File: config.mk
export PLATFORM = sky130hd
export DESIGN_NAME = shift_chain_ctrl
export DESIGN_NICKNAME = d
export VERILOG_FILES = /design/src/rtl/shift_chain_ctrl.sv
export SDC_FILE = /design/constraint.sdc
export NUM_CORES = 1
export LEC_CHECK = 0
export ABC_AREA = 0
export CORE_ASPECT_RATIO = 1.25
export CORE_MARGIN = 3
export CORE_UTILIZATION = 50
export DETAILED_ROUTE_END_ITERATION = 10
export PLACE_DENSITY = 0.83
export SLEW_MARGIN = 20
export SYNTH_ARGS = -nofsm -noshare
export SYNTH_HDL_FRONTEND = slang
export SYNTH_SLANG_ARGS = --single-unit
File: constraint.sdc
create_clock -name clk -period 2.02 [get_ports clk]
set_input_delay 0.404 -clock clk [delete_from_list [all_inputs] [get_ports clk]]
set_output_delay 0.404 -clock clk [all_outputs]
set_load 0.05 [all_outputs]
File: src/rtl/shift_chain_ctrl.sv
// shift_chain_ctrl: serialises a parallel word MSB-first into an external
// DFF chain, then reassembles the word from the bits that return from the
// chain and holds it for the consumer until it is accepted.
module shift_chain_ctrl #(
   parameter int WIDTH       = 8,
   parameter int CHAIN_DEPTH = 4
) (
   input  logic             clk,
   input  logic             rstn,
   input  logic             in_valid,
   output logic             in_ready,
   input  logic [WIDTH-1:0] in_data,
   output logic             sd_out,
   input  logic             sd_in,
   output logic             out_valid,
   input  logic             out_ready,
   output logic [WIDTH-1:0] out_data,
   output logic             busy
);

   localparam int CW = $clog2(WIDTH + CHAIN_DEPTH + 1);

   localparam logic [CW-1:0] LAST_SHIFT = CW'(WIDTH - 1);
   localparam logic [CW-1:0] LAST_FLUSH = CW'(WIDTH + CHAIN_DEPTH - 1);
   localparam logic [CW-1:0] FIRST_CAP  = CW'(CHAIN_DEPTH);

   typedef enum logic [1:0] {
      IDLE,
      SHIFT,
      FLUSH,
      DONE
   } state_t;

   state_t          state;
   logic [CW-1:0]   cnt;
   // Latched word, pre-shifted so its top bit is always the next bit to send.
   logic [WIDTH-1:0] word_q;

   // Transfer sequencer: state, counter, serial output and capture register.
   always_ff @(posedge clk) begin
      if (!rstn) begin
         state     <= IDLE;
         cnt       <= '0;
         word_q    <= '0;
         sd_out    <= 1'b0;
         out_data  <= '0;
         out_valid <= 1'b0;
         in_ready  <= 1'b1;
         busy      <= 1'b0;
      end else begin
         case (state)
            IDLE: begin
               if (in_valid && in_ready) begin
                  // MSB goes out in the first SHIFT cycle; the rest queue up.
                  sd_out   <= in_data[WIDTH-1];
                  word_q   <= in_data << 1;
                  cnt      <= '0;
                  out_data <= '0;
                  in_ready <= 1'b0;
                  busy     <= 1'b1;
                  state    <= SHIFT;
               end
            end

            SHIFT: begin
               cnt    <= cnt + CW'(1);
               word_q <= word_q << 1;
               if (cnt == LAST_SHIFT) begin
                  sd_out <= 1'b0;
                  state  <= FLUSH;
               end else begin
                  sd_out <= word_q[WIDTH-1];
               end
               if (cnt >= FIRST_CAP) begin
                  out_data <= {out_data[WIDTH-2:0], sd_in};
               end
            end

            FLUSH: begin
               cnt    <= cnt + CW'(1);
               sd_out <= 1'b0;
               if (cnt >= FIRST_CAP) begin
                  out_data <= {out_data[WIDTH-2:0], sd_in};
               end
               if (cnt == LAST_FLUSH) begin
                  out_valid <= 1'b1;
                  state     <= DONE;
               end
            end

            DONE: begin
               sd_out <= 1'b0;
               if (out_ready) begin
                  out_valid <= 1'b0;
                  in_ready  <= 1'b1;
                  busy      <= 1'b0;
                  state     <= IDLE;
               end
            end

            default: begin
               state     <= IDLE;
               sd_out    <= 1'b0;
               out_valid <= 1'b0;
               in_ready  <= 1'b1;
               busy      <= 1'b0;
            end
         endcase
      end
   end

endmodule

==> results of run 1 <==
timing repair:
action	4_1_cts	5_1_grt
setup endpoints to repair	1	1
buffers inserted	0	0
pin swaps	0	0
hold buffers	0	0
resized for setup	1	2
power by group through the flow:
| stage | Combinational (uW) | Clock, uW | Sequential [uW] |
|---|---|---|---|
| finish | 1190 | 233 | 687 |
| CTS | 1180 | 238 | 687 |
| global placement | 1140 | 0 | 692 |
| floorplan | 736 | 0 | 779 |
| detailed placement | 1180 | 0 | 699 |
| global route | 1300 | 256 | 698 |
stage by stage:
step,instance area [um^2],utilization [%]
final,1590,69.5
after global routing,1590,69.5
after CTS,1580,69.0
after detailed placement,1550,67.8
after global placement,1550,67.8
after floorplan,1230,-
layout make-up:
type / instances / area, um^2 / area share (%)
repair buffers: 30 / 297 / 18.7
clock buffers: 3 / 22.5 / 1.42
inverters: 7 / 26.3 / 1.66
well taps: 31 / 38.8 / 2.45
flip-flops and latches: 25 / 500 / 31.6
clock inverters: 1 / 7.51 / 0.474
multi-input cells: 101 / 693 / 43.7
per-layer routing:
layer  part of all wire (%)  GRT usage, %  wire [um]  vias to the layer above
met4                    1.8          8.08         47                        0
met2                     53          39.0       1410                       37
met3                    5.6          1.94        148                        6
li1                       -             -          -                      539
met1                     40          18.3       1050                      519
met5                      0             0          0                        -
path summary, 6_finish.rpt:
check / from / to / cells after the start
worst max-delay path: out_data[1] / out_data[1] / 1
worst min-delay path: sd_out / sd_out / 2
worst max register to register: state[1] / out_data[5] / 7
worst min register to register: sd_out / sd_out / 2
state kept, by name (all words and copies together) (netlist names):
name / cells
cnt: 4
state: 2
out_valid: 1
busy: 1
out_data: 8
sd_out: 1
in_ready: 1
word_q: 7
cells by family (layout without fill, tap and decap cells):
group                      after synthesis  after routing  synth area share [%]
AOI/OAI and AO/OA                       30             30                  18.1
adders and majority gates                6              6                  6.10
buffers and inverters                   12             41                  3.86
DFF                                     25             25                  40.7
muxes                                   16             16                  13.0
and+or+nand+nor                         49             49                  18.3
placed cells by master, fill, tap and decap left out, drive strengths merged, types with 2 or more instances in the layout:
cell	instances
buf	6
nand2	8
a221oi	3
nand3	2
and2	8
ha	6
o21ai	3
a211oi	7
inv	7
nor2	26
clkdlybuf4s50	23
a21oi	7
mux2i	16
dfxtp	25
clkbuf	3
a21boi	3
==> run_results.csv, run 1 <==
group,metric,value,unit
critical_path,rrSetupSlack,0.21,ns
clock_network,cts_tree,"done",
global_route,grt_pass1_vias,1088,
clock_network,cts_max_path_buffers,2,
power,sequentialPowerShare,32.6,%
detailed_routing,wirelength,2650,um
logic_synthesis,ys_types,30,
place,dp.cells,194,
place,dp_hpwl,2050,um
critical_path,crit_path_cell_trace,"clkdlybuf4s50_1",
sta,max_freq,519,MHz
sta,worst_pin_slew,0.508,ns
critical_path,critPathBufInv,1,
logic_synthesis,synth_top_area_cell,"dfxtp_1",
layout,diodes,0,
sta,setup_viol,0,
clock_network,htreeDepth,1,
critical_path,cp.required,1.62,ns
global_route,grt_use_total,18.6,%
layout,fill_cells,194,
logic_synthesis,synth_nets,157,
layout,drive_gt1_share,8.98,%
critical_path,end_kind,"output port",
sta,post-route-min-period,1.93,ns
logic_synthesis,synth_top_area_share,40.7,%
power,p_per_area,1330,mW/mm^2
place,dp_slack,0.0306,ns
die,die_y,61.5,um
critical_path,critPathTopFamily,"buffers and inverters",
critical_path,worstPathArrival,1.52,ns
clock_network,numCtsBuffers,3,
sta,timing.hold.ws,0.505,ns
global_route,antenna_found_initial,0,
sta,worst_slew_margin_rel,66.0,%
detailed_routing,dr.pass1.iters,4,
logic_synthesis,syn_area,0.00123,mm^2
power,p_leak,0.000625,uW
logic_synthesis,synth_edf_count,0,
run_status,status,"completed",
job,drv_cap,0,
power,internal_power,1220,uW
global_route,grt_max_degree,16,
die,die_w,50.4,um
sta,slew_violations,0,
logic_synthesis,avgSynthCellArea,8.92,um^2
sta,setup_tns,0,ns
layout,nNetsFinal,187,
logic_synthesis,synth_area_leaders,"dfxtp_1 (41%), mux2i_1 (13%), nor2_1 (7.6%), ha_1 (6.1%), and2_1 (4.1%)",
critical_path,cp_slowest_stage_delay,0.82,ns
clock_network,cts_sinks,25,
power,p_sw,890,uW
critical_path,cp_slowest_cell,"clkdlybuf4s50_1",
critical_path,crit_type,"flip-flop to output port",
die,core,0.00228,mm^2
sta,layout_setup_ws,0.0929,ns
power,p_comb_share,56.3,%
detailed_routing,drtIter0Drc,28,
sta,fin_skew,0.00178,ns
power,p_total,2110,uW
logic_synthesis,yosys_most_used_dff,"dfxtp_1",
sta,hold_viol,0,
detailed_routing,vias,1101,
global_route,grt_pass1_wl,4450,um
place,placement.io_buffers,24,
layout,syn_to_final_growth,28.8,%
sta,rsz0062_at_grt,"false",
detailed_routing,drtAntennaViolNets,0,
die,die-area,0.00310,mm^2
sta,period_share,95.4,%
logic_synthesis,yosysWarnings,0,
place,gp_congestion,0.958,
critical_path,cp_max_fo,3,
logic_synthesis,async_flop_share,0,%
clock_network,worstSkewPairLatency,0.32,ns
die,ioPinCount,25,
power,max-vdd-ir-drop,902,uV
critical_path,cp-start-kind,"flip-flop",
die,fp-row-count,19,
clock_network,clk_pin_slew,0.14,ns
detailed_routing,via_per_inst,5.56,
global_route,overflow,0,
layout,fin_cells,198,
logic_synthesis,syn_inst,138,
detailed_routing,drc,0,
detailed_routing,wire_per_inst,13.4,um
hold_path,hold_path.class,"flip-flop to flip-flop",
clock_network,clockRootBuffer,"clkbuf_4",
logic_synthesis,synthTopCellsByCount,"dfxtp_1 (25), nor2_1 (25), mux2i_1 (16)",
power,switching_share,42.3,%
power,pwr-share-clk,11.1,%
logic_synthesis,ys_seq_elements,25,
logic_synthesis,ys_seq_area_share,40.7,%
die,start_util,53.9,%
(Power assumes the default switching activity.)
==> run 2, diff against run 1 <==
==> constraint.sdc (replaced) <==
create_clock -name clk -period 2.1 [get_ports clk]
set_input_delay 0.42 -clock clk [delete_from_list [all_inputs] [get_ports clk]]
set_output_delay 0.42 -clock clk [all_outputs]
set_load 0.05 [all_outputs]
==> run 2 against run 1 <==
Clock power shrank 9.0%. Combinational power down 11%. Sequential share of layout area up 0.64 points. Final area fell by 2.0%. Die area did not move. Setup slack got worse by 0.048 ns. Clock skew increased by 0.0061 ns. Wire length decreased by 5.9%. Critical path type unchanged. Largest cell class unchanged. Highest routed layer unchanged.
==> run_results.csv, run 2 (synthesized netlist as in run 1, its figures left out) <==
group,metric,value,unit
clock_network,cts_sinks,25,
detailed_routing,wirelength,2490,um
place,placed_area,0.00153,mm^2
layout,drive_gt1_share,7.23,%
clock_network,numCtsBuffers,3,
detailed_routing,dr.pass1.iters,4,
sta,timing.hold.ws,0.510,ns
place,gp_congestion,0.921,
sta,period_share,97.9,%
layout,syn_to_final_growth,26.2,%
critical_path,crit_type,"flip-flop to output port",
critical_path,cp-start-kind,"flip-flop",
global_route,grt_use_met3,2.18,%
die,die_w,50.4,um
place,placement.io_buffers,24,
detailed_routing,wire_per_inst,12.6,um
sta,fin_skew,0.00784,ns
detailed_routing,drtIter0Drc,20,
power,pwr-share-clk,11.0,%
critical_path,path_depth,1,
sta,post-route-min-period,2.06,ns
layout,mostFrequentLayoutCells,"nor2_1 (25), dfxtp_1 (25), clkdlybuf4s50_1 (24)",
critical_path,end_kind,"output port",
layout,top_register,"out_data",
layout,largest_reg_flops,8,
global_route,use_met2,34.1,%
sta,slew_violations,0,
clock_network,cts_tree,"done",
sta,setup_tns,0,ns
global_route,use_met1,19.4,%
sta,worst_pin_slew,0.511,ns
power,p_sw,826,uW
die,start_util,53.9,%
hold_path,hp-start,"sd_out",
critical_path,r2r_cells,7,
power,p_per_area,1250,mW/mm^2
critical_path,worstPathArrival,1.64,ns
sta,rsz0062_at_grt,"false",
power,p_comb_share,54.7,%
critical_path,reg2reg_from,"state[1]",
sta,worst_slew_margin_rel,65.9,%
hold_path,hold_path.class,"flip-flop to flip-flop",
critical_path,crit_path_cell_trace,"clkdlybuf4s50_1",
die,fp-row-count,19,
clock_network,post-cts-setup-buffers,0,
die,ioPinCount,25,
clock_network,worstSkewPairLatency,0.32,ns
critical_path,cp_max_fo,7,
layout,stdcell_area,0.00155,mm^2
global_route,grt_pass1_vias,1040,
die,core,0.00228,mm^2
critical_path,critPathLaunch,"in_ready",
sta,max_freq,487,MHz
layout,finish.utilization,68.1,%
power,switching_share,42.6,%
sta,layout_setup_ws,0.0446,ns
sta,hold_viol,0,
place,dp_hpwl,1920,um
clock_network,clockRootBuffer,"clkbuf_4",
power,p_leak,0.000616,uW
critical_path,critPathTopFamily,"buffers and inverters",
power,sequentialPowerShare,34.3,%
critical_path,cp_slowest_cell,"clkdlybuf4s50_1",
layout,top_regs,"out_data (8), word_q (7), cnt (4)",
layout,nNetsFinal,186,
run_status,status,"completed",
place,dp_slack,0.112,ns
power,max-vdd-ir-drop,786,uV
global_route,grt_pass1_wl,4240,um
detailed_routing,via_per_inst,5.38,
die,die_y,61.5,um
critical_path,cp_slowest_stage_delay,0.85,ns
clock_network,cts_resized,0,
sta,setup_viol,0,
clock_network,postCtsHoldBufs,0,
global_route,grt_use_total,17.9,%
detailed_routing,vias,1060,
detailed_routing,drc,0,
clock_network,htreeDepth,1,
power,internal_power,1110,uW
global_route,overflow,0,
clock_network,clk_pin_slew,0.12,ns
clock_network,cts_max_path_buffers,2,
critical_path,critPathBufInv,1,
detailed_routing,drtAntennaViolNets,0,
layout,diodes,0,
die,die-area,0.00310,mm^2
critical_path,cp.required,1.68,ns
global_route,grt_max_degree,15,
global_route,top_usage_layer,"met2",
critical_path,crit_end,"in_ready",
global_route,antenna_found_initial,0,
job,drv_cap,0,
critical_path,rrSetupSlack,0.25,ns
critical_path,reg2reg_to,"out_data[1]",
[run 2: worst reg2reg max path, cell delays in order, from the launching register on]
cell and delay (ns):
dfxtp_1 0.41, inv_1 0.09, ha_1 0.46, nor2_2 0.10, a211oi_4 0.21, buf_4 0.22
mux2i_1 0.22, nor2_1 0.05
[run 2: layer usage]
| metal | routed length, um | part of all wire, % | vias up |
|---|---|---|---|
| met4 | 54 | 2.2 | 0 |
| li1 | - | - | 540 |
| met3 | 98 | 3.9 | 5 |
| met5 | 0 | 0 | - |
| met2 | 1270 | 51 | 25 |
| met1 | 1070 | 43 | 490 |
[run 2: power groups by stage]
stage	registers [uW]	logic, uW	clock network [uW]
after floorplan	750	708	0
after global placement	664	1030	0
after detailed placement	676	1060	0
after CTS	665	1060	221
after global routing	678	1160	238
final	665	1060	212
[run 2: layout make-up]
cell class                      count  area, um^2
Clock inverter                      1        5.00
Tap cell                           31        38.8
Sequential cell                    25         500
Inverter                            7        26.3
Timing Repair Buffer               29         278
Clock buffer                        3        22.5
Fill cell                         198         728
Multi-Input combinational cell    101         683
[run 2: worst min path at each step]
stage / endpoint / slack (ns) / cells past startpoint
after global routing: word_q[2] / 0.55 / 2
after global placement: out_data[7] / 0.48 / 2
after CTS: word_q[6] / 0.51 / 2
after floorplan: word_q[1] / 0.46 / 2
final: sd_out / 0.51 / 2
after detailed placement: word_q[6] / 0.49 / 2
[run 2: stage by stage]
step	total power (uW)	cells
6_report	1940	197
5_1_grt	2080	197
4_1_cts	1950	197
3_5_place_dp	1730	193
3_3_place_gp	1700	193
2_1_floorplan	1460	138
